[config.mk]
export PLATFORM = sky130hd
export DESIGN_NAME = xfer_sched_flat
export DESIGN_NICKNAME = d
export VERILOG_FILES = /design/src/rtl/xfer_sched_if.sv /design/src/rtl/xfer_sched.sv /design/src/flat_wrapper.sv
export SDC_FILE = /design/constraint.sdc
export NUM_CORES = 1
export LEC_CHECK = 0
export CORE_MARGIN = 2
export CORE_UTILIZATION = 40
export CTS_CLUSTER_SIZE = 40
export DETAILED_ROUTE_END_ITERATION = 16
export GPL_ROUTABILITY_DRIVEN = 0
export PLACE_DENSITY = 0.71
export SYNTH_ARGS = -nofsm -noshare
export SYNTH_HDL_FRONTEND = slang
export SYNTH_SLANG_ARGS = --single-unit
[constraint.sdc]
create_clock -name clk -period 1.64 [get_ports clk]
set_input_delay 0.246 -clock clk [delete_from_list [all_inputs] [get_ports clk]]
set_output_delay 0.246 -clock clk [all_outputs]
set_load 0.01 [all_outputs]
[src/rtl/xfer_sched_if.sv]
// Handshake bundle between the scheduler, the byte deserializer, the byte queue and the consumer.
// The master modport is the scheduler's view; slave is the environment's view.
interface xfer_sched_if #(
  parameter int LEN_W  = 4,
  parameter int DROP_W = 8
);
  logic              des_ready_in;
  logic              des_ack_out;
  logic [LEN_W-1:0]  q_len_in;
  logic              q_enq_out;
  logic              q_deq_out;
  logic              pop_req_in;
  logic              pop_vld_out;
  logic              full_out;
  logic              empty_out;
  logic [DROP_W-1:0] drop_cnt_out;
  logic              tmo_err_out;

  modport master (
    input  des_ready_in, q_len_in, pop_req_in,
    output des_ack_out, q_enq_out, q_deq_out, pop_vld_out,
           full_out, empty_out, drop_cnt_out, tmo_err_out
  );

  modport slave (
    output des_ready_in, q_len_in, pop_req_in,
    input  des_ack_out, q_enq_out, q_deq_out, pop_vld_out,
           full_out, empty_out, drop_cnt_out, tmo_err_out
  );
endinterface

[src/rtl/xfer_sched.sv]
// Deserializer-to-queue scheduler: enqueue FSM with ack handshake, pop serialisation,
// round-robin arbitration with a one-cycle lockout after every queue pulse.
module xfer_sched #(
  parameter int DEPTH        = 8,
  parameter int LEN_W        = 4,
  parameter int DROP_W       = 8,
  parameter int ACK_TMO      = 16,
  parameter int DROP_ON_FULL = 0
) (
  input  logic         clk,
  input  logic         reset,
  xfer_sched_if.master bus
);
  localparam int TMO_W = (ACK_TMO > 2) ? $clog2(ACK_TMO) : 1;
  localparam logic [LEN_W-1:0] DEPTH_L = LEN_W'(DEPTH);
  localparam logic [TMO_W-1:0] TMO_LAST = TMO_W'(ACK_TMO - 1);

  typedef enum logic [1:0] {IDLE, ENQ, ACK} state_t;

  state_t            st;
  logic [TMO_W-1:0]  tmo_cnt;
  logic [DROP_W-1:0] drop_cnt;
  logic              enq_p, deq_p, pop_vld, ack, tmo_err;
  logic              pop_pend, rr, need_low;
  logic              lock, full, enq_ok, deq_ok, grant_enq, grant_deq, drop_go;

  // q_len_in is stale while a pulse is in flight, so nothing is granted in that cycle.
  always_comb begin
    lock      = enq_p | deq_p;
    full      = (bus.q_len_in == DEPTH_L);
    enq_ok    = (st == IDLE) & bus.des_ready_in & ~need_low & (bus.q_len_in < DEPTH_L) & ~lock;
    deq_ok    = (bus.pop_req_in | pop_pend) & (bus.q_len_in != '0) & ~lock;
    grant_enq = enq_ok & (~deq_ok | ~rr);
    grant_deq = deq_ok & (~enq_ok | rr);
    drop_go   = (DROP_ON_FULL != 0) & (st == IDLE) & bus.des_ready_in & ~need_low & full & ~lock;
  end

  always_ff @(posedge clk or negedge reset) begin
    if (!reset) begin
      st       <= IDLE;
      tmo_cnt  <= '0;
      drop_cnt <= '0;
      enq_p    <= 1'b0;
      deq_p    <= 1'b0;
      pop_vld  <= 1'b0;
      ack      <= 1'b0;
      tmo_err  <= 1'b0;
      pop_pend <= 1'b0;
      rr       <= 1'b0;
      need_low <= 1'b0;
    end else begin
      enq_p   <= grant_enq;
      deq_p   <= grant_deq;
      pop_vld <= deq_p;
      if (enq_ok && deq_ok) rr <= ~rr;
      if (grant_deq)             pop_pend <= 1'b0;
      else if (bus.pop_req_in)   pop_pend <= 1'b1;
      if (!bus.des_ready_in) need_low <= 1'b0;
      case (st)
        IDLE: begin
          if (grant_enq) begin
            st <= ENQ;
          end else if (drop_go) begin
            st      <= ACK;
            ack     <= 1'b1;
            tmo_cnt <= '0;
            if (drop_cnt != '1) drop_cnt <= drop_cnt + DROP_W'(1);
          end
        end
        ENQ: begin
          st      <= ACK;
          ack     <= 1'b1;
          tmo_cnt <= '0;
        end
        ACK: begin
          if (!bus.des_ready_in) begin
            st  <= IDLE;
            ack <= 1'b0;
          end else if (tmo_cnt == TMO_LAST) begin
            // Abandon the handshake; the stuck-high ready must go low before it counts again.
            st       <= IDLE;
            ack      <= 1'b0;
            tmo_err  <= 1'b1;
            need_low <= 1'b1;
          end else begin
            tmo_cnt <= tmo_cnt + TMO_W'(1);
          end
        end
        default: st <= IDLE;
      endcase
    end
  end

  assign bus.des_ack_out  = ack;
  assign bus.q_enq_out    = enq_p;
  assign bus.q_deq_out    = deq_p;
  assign bus.pop_vld_out  = pop_vld;
  assign bus.full_out     = full;
  assign bus.empty_out    = (bus.q_len_in == '0);
  assign bus.drop_cnt_out = drop_cnt;
  assign bus.tmo_err_out  = tmo_err;
endmodule
[src/flat_wrapper.sv]
// flat-port wrapper written by rule: the top's interface ports become plain ports
module xfer_sched_flat 
#(
  parameter int DEPTH        = 8,
  parameter int LEN_W        = 4,
  parameter int DROP_W       = 8,
  parameter int ACK_TMO      = 16,
  parameter int DROP_ON_FULL = 0
)
  (clk, reset, bus_des_ready_in, bus_q_len_in, bus_pop_req_in, bus_des_ack_out, bus_q_enq_out, bus_q_deq_out, bus_pop_vld_out, bus_full_out, bus_empty_out, bus_drop_cnt_out, bus_tmo_err_out);
  xfer_sched_if #(.LEN_W(LEN_W), .DROP_W(DROP_W)) bus_i ();
  input  logic clk;
  input  logic reset;
  input wire logic [$bits(bus_i.des_ready_in)-1:0] bus_des_ready_in;
  input wire logic [$bits(bus_i.q_len_in)-1:0] bus_q_len_in;
  input wire logic [$bits(bus_i.pop_req_in)-1:0] bus_pop_req_in;
  output wire logic [$bits(bus_i.des_ack_out)-1:0] bus_des_ack_out;
  output wire logic [$bits(bus_i.q_enq_out)-1:0] bus_q_enq_out;
  output wire logic [$bits(bus_i.q_deq_out)-1:0] bus_q_deq_out;
  output wire logic [$bits(bus_i.pop_vld_out)-1:0] bus_pop_vld_out;
  output wire logic [$bits(bus_i.full_out)-1:0] bus_full_out;
  output wire logic [$bits(bus_i.empty_out)-1:0] bus_empty_out;
  output wire logic [$bits(bus_i.drop_cnt_out)-1:0] bus_drop_cnt_out;
  output wire logic [$bits(bus_i.tmo_err_out)-1:0] bus_tmo_err_out;
  assign bus_i.des_ready_in = bus_des_ready_in;
  assign bus_i.q_len_in = bus_q_len_in;
  assign bus_i.pop_req_in = bus_pop_req_in;
  assign bus_des_ack_out = bus_i.des_ack_out;
  assign bus_q_enq_out = bus_i.q_enq_out;
  assign bus_q_deq_out = bus_i.q_deq_out;
  assign bus_pop_vld_out = bus_i.pop_vld_out;
  assign bus_full_out = bus_i.full_out;
  assign bus_empty_out = bus_i.empty_out;
  assign bus_drop_cnt_out = bus_i.drop_cnt_out;
  assign bus_tmo_err_out = bus_i.tmo_err_out;
  xfer_sched #(.DEPTH(DEPTH), .LEN_W(LEN_W), .DROP_W(DROP_W), .ACK_TMO(ACK_TMO), .DROP_ON_FULL(DROP_ON_FULL)) u_core (.clk(clk), .reset(reset), .bus(bus_i));
endmodule
* Yosys cells after proc, flatten, opt, wreduce, memory -nomap -nowiden *
Cells that the tools add are included.

word-level totals
  register bits after elaboration = 14
  output and inout bits = 15
  bits of input ports = 8

cells by class
  add/subtract/negate cells = 1
  reduce and logical (&&, ||, !) cells = 10
  mux-type cells = 16
  $lt $le $gt $ge = 1
  equal/unequal tests = 8
  bitwise logic cells = 17

operator list
  cell                                                number
  bitwise AND 1 bit                                   8
  == test 4 bit (second input constant)               2
  two-way mux 1 bit                                   8
  two-way mux 4 bit                                   2
  case mux 4 bit (2 select lines)                     1
  two-way mux 2 bit                                   3
  case mux 2 bit (3 select lines)                     1
  AND reduction 3 bit                                 2
  inverter 1 bit                                      5
  adder 4 x 1 -> 4 bit (second input constant)        1
  zero test 4 bit                                     1
  less-than comparator 4 bit (second input constant)  1
  != test 2 bit (second input constant)               2
  OR 1 bit                                            4
  AND reduction 2 bit                                 2
  nonzero test 2 bit                                  2
  nonzero test 4 bit                                  1
  != test 3 x 2 -> 1 bit (second input constant)      1
  == test 2 x 1 -> 1 bit (second input constant)      1
  == test 2 bit (second input constant)               1
  zero test 2 bit                                     1
  != test 2 x 1 -> 1 bit (second input constant)      1
  case mux 1 bit (2 select lines)                     1
  logical AND 1 bit                                   1

* Logic depth before layout (Yosys ltp) *
  depth in word-level cells = 9
  gate-level depth with buffers = 6

* Least setup slack after synthesis *
No wires, ideal clock.

  path type = register to register
  start point = reg u_core.st[0]
  end point = reg u_core.st[0]
  arrival time = 1,481 ps
  stages on the path, launching flop included = 7
  slack = 31 ps
  path through = dfrtp_1 -> inv_1 -> ha_1 -> clkbuf_1 -> and3_1 -> a311oi_2 -> mux2_1

on the way
  cells in the longest elaborated chain, start to end = 8
  elaborated cells between the ends (all ways) = 12
  classes of those cells = eq/ne: 4; mux: 1; bitwise: 5; reduce/logical: 2

ends and longest elaborated chain
  item                              line                                source
  from (decl)                       xfer_sched.sv:20                    state_t st;
  from (signal assigned)            xfer_sched.sv:40                    st <= IDLE;
  from (signal assigned)            xfer_sched.sv:62                    st <= ENQ;
  from (signal assigned)            xfer_sched.sv:64                    st <= ACK;
  zero test 2 bit                   xfer_sched.sv:31, xfer_sched.sv:59
  bitwise AND 1 bit (4 in series)   xfer_sched.sv:31                    enq_ok = (st == IDLE) & bus.des_ready_in & ~need_low & (bus.q_len_in < DEPTH_L) & ~lock;
  bitwise AND 1 bit                 xfer_sched.sv:33                    grant_enq = enq_ok & (~deq_ok | ~rr);
  != test 2 x 1 -> 1 bit (no line)  n/a
  AND reduction 2 bit (no line)     n/a

Several ways; a longest one is shown, not always the timed one.
A chain may end at the register's enable or synchronous reset.

* Final worst setup path *
  start point = in bus_q_len_in[0]
  end point = reg u_core.st[0]

on the way
  cells in the longest elaborated chain, start to end = 8
  elaborated cells between the ends (all ways) = 11
  classes of those cells = order compare: 1; eq/ne: 1; bitwise: 7; reduce/logical: 2

ends and longest elaborated chain
  item                                                                                line                source
  from (decl)                                                                         flat_wrapper.sv:15  input wire logic [$bits(bus_i.q_len_in)-1:0] bus_q_len_in;
  parallel branches: the longest is 5 deep, another holds less-than comparator 4 bit  n/a
  bitwise AND 1 bit (*)                                                               xfer_sched.sv:33
  != test 2 x 1 -> 1 bit (no line) (*)                                                n/a
  AND reduction 2 bit (no line) (*)                                                   n/a

Every way passes the cells marked *.

==> impl_metrics.env <==
export IMPL_irDropWorstVdd_mv=0.787
export IMPL_drv_slew=0
export IMPL_antenna_found_initial=0
export IMPL_root_buffer="clkbuf_4"
export IMPL_track_usage_pct=15.4
export IMPL_finalWirelength_mm=1.68
export IMPL_first_global_vias=645
export IMPL_dp_cells=127
export IMPL_p_comb_share_pct=52.6
export IMPL_synth_cell_types=30
export IMPL_ys_ff_latch=14
export IMPL_p_int_uw=940
export IMPL_dieHeight_um=49.2
export IMPL_clock_latency_ns=0.28
export IMPL_drtIter0Drc=6
export IMPL_setup_worst_path_start_class="input port"
export IMPL_endpoint_kind="flop"
export IMPL_rows=16
export IMPL_crit_type="input port to flop"
export IMPL_synth_area_um2=816
export IMPL_io_buffers=14
export IMPL_grt_max_degree=15
export IMPL_fin_crit_ns=1.63
export IMPL_cts_sinks=14
export IMPL_status="finished, final reports clean"
export IMPL_start_util_pct=42.0
export IMPL_dp_hpwl_mm=1.30
export IMPL_synth_area_leaders="dfrtp_1, ha_1, buf_4"
export IMPL_final_cell_area_um2=1100
export IMPL_async_flop_share_pct=100
export IMPL_die_x_um=49.2
export IMPL_dr_total_vias=653
export IMPL_yosysTopAreaCell="dfrtp_1"
export IMPL_drive_gt1_share_pct=28.0
export IMPL_synth_top_area_share_pct=42.9
export IMPL_final_setup_viol_count=0
export IMPL_p_seq_share_pct=34.5
export IMPL_area_growth_syn_to_layout_pct=34.8
export IMPL_core_area_um2=1940
export IMPL_path_max_fanout=3
export IMPL_cap_viol_max_count=0
export IMPL_yosysWarningCount=0
export IMPL_seqCellArea_um2=350
export IMPL_power_density_nw_per_um2=1350
export IMPL_fin_cells=134
export IMPL_synth_most_common_cell="dfrtp_1"
export IMPL_hold_viol=0
export IMPL_clkTransAtPathRegs_ns=0.08
export IMPL_synth_area_per_cell_um2=10.1
export IMPL_ant_nets=0
export IMPL_numCtsBuffers=3
export IMPL_cts_max_level=1
export IMPL_synth_ff_type="dfrtp_1"
export IMPL_fillCellCount=187
export IMPL_num_antenna_cells=0
export IMPL_cp_arrival_ns=1.80
export IMPL_viasPerCell=4.87
export IMPL_syn_inst=81
export IMPL_synth_edf_count=0
export IMPL_rsz0062_at_grt="yes"
export IMPL_ios=23
export IMPL_fin_crit_sh_pct=99.7
export IMPL_p_leak_uw=0.000500
export IMPL_multi_input_area_um2=443
export IMPL_yosys_top_cells_count="dfrtp_1, buf_4, nand3_1"
export IMPL_max_freq_ghz=0.612
export IMPL_dieArea_um2=2420
export IMPL_placed_area_um2=1010
export IMPL_hold_class="input port to asynchronous set/reset pin"
export IMPL_clkPwrFrac_pct=12.9
export IMPL_cp_required_ns=1.80
export IMPL_ys_seq_area_share_pct=42.9
export IMPL_power_switching_uw=542
export IMPL_cts_tree="built"
export IMPL_swShare_pct=36.6
export IMPL_wl_per_cell_um=12.5
export IMPL_first_pass_iters=4
export IMPL_fin_nets=122
export IMPL_fin_worst_skew_ns=0.00323
export IMPL_grt_pass1_wl_mm=2.86
export IMPL_cts_hold_buffers=0
export IMPL_clockBufferDepth=2
export IMPL_grt_ovfl_total=0
export IMPL_route_detailed_drc=0
[cells by family (layout without fill, tap and decap cells)]
| kind of cell | after synthesis | in the layout | synth area share (%) |
|---|---|---|---|
| buffers and inverters | 17 | 36 | 11.7 |
| other | 1 | 8 | 0.460 |
| muxes | 2 | 2 | 2.76 |
| adders and majority gates | 5 | 5 | 7.67 |
| DFF | 14 | 14 | 42.9 |
| AOI/OAI and AO/OA | 11 | 11 | 11.0 |
| and+or+nand+nor | 30 | 30 | 22.4 |
| xor gates and xnor gates | 1 | 1 | 1.07 |
[registers in the layout, summed over array words and instances, names as in the netlist]
name,flops
u_core.bus.des_ack_out,1
u_core.bus.pop_vld_out,1
u_core.bus.q_deq_out,1
u_core.bus.q_enq_out,1
u_core.bus.tmo_err_out,1
u_core.need_low,1
u_core.pop_pend,1
u_core.rr,1
u_core.st,2
u_core.tmo_cnt,4
[cell usage in the layout, fill, tap and decap left out, drive strengths merged, types with 2 or more instances in the layout]
| cell | count |
|---|---|
| nor4 | 2 |
| nand2b | 2 |
| a21oi | 2 |
| nor2b | 3 |
| conb | 8 |
| nor2 | 3 |
| and3 | 3 |
| buf | 13 |
| clkbuf | 5 |
| dfrtp | 14 |
| nand4 | 2 |
| o311ai | 2 |
| mux2 | 2 |
| inv | 6 |
| nor3 | 3 |
| nor4b | 2 |
| nand2 | 3 |
| clkdlybuf4s50 | 12 |
| nand3 | 7 |
| ha | 5 |
[stage by stage]
step	total power [uW]	worst slack [ns]	util (%)	hold slack [ns]	TNS (ns)
CTS	1350	-0.00119	53.1	0.267	-0.00119
detailed placement	1150	-0.364	52.1	0.473	-1.34
global route	1600	-0.0764	56.6	0.273	-0.147
floorplan	912	0.0313	-	-0.0496	0
finish	1480	0.00527	56.6	0.265	0
global placement	1120	-0.284	52.1	0.464	-1.11
[routing by layer]
metal / track usage (%) / vias to the layer above / routed length (um)
met4: 7.14 / 0 / 34
met5: 0 / - / 0
met2: 26.4 / 11 / 820
met1: 19.3 / 310 / 778
li1: - / 327 / -
met3: 1.84 / 5 / 40
[worst paths after layout]
check	end	slack [ns]	depth (start not counted)	start
worst max-delay path	u_core.st[0]	0.005	5	bus_q_len_in[0]
worst min-delay path	u_core.tmo_cnt[2]	0.27	2	reset
worst max register to register	u_core.st[0]	0.005	5	u_core.tmo_cnt[1]
worst min register to register	u_core.bus.tmo_err_out	0.49	1	u_core.bus.tmo_err_out
max in group asynchronous	u_core.bus.q_enq_out	1.21	2	reset
min in group clk	u_core.bus.tmo_err_out	0.49	1	u_core.bus.tmo_err_out
[power groups by stage]
stage               registers (uW)  clock network, uW  logic [uW]
CTS                            506                197         642
floorplan                      530                  0         382
detailed placement             513                  0         640
global placement               507                  0         617
finish                         511                192         780
global route                   524                213         865
[cell type report]
type | instances | area share [%]
multi-input cells | 57 | 40.3
repair buffers | 27 | 20.7
flip-flops and latches | 14 | 31.9
clock buffers | 3 | 2.05
well taps | 27 | 3.07
inverters | 6 | 2.05
[worst max-delay path, stage by stage]
cell and delay (ns):
clkdlybuf4s50_1 0.47, nor4_4 0.36, nor2_2 0.11, a311oi_4 0.28
mux2_4 0.34
[what timing repair did]
action	CTS	global route
endpoints found under the setup margin	4	5
gates resized for setup	2	14
buffers inserted	0	4
pin swaps	2	4
hold endpoints to repair	0	0
No activity file was read; power rests on OpenSTA's default activity.
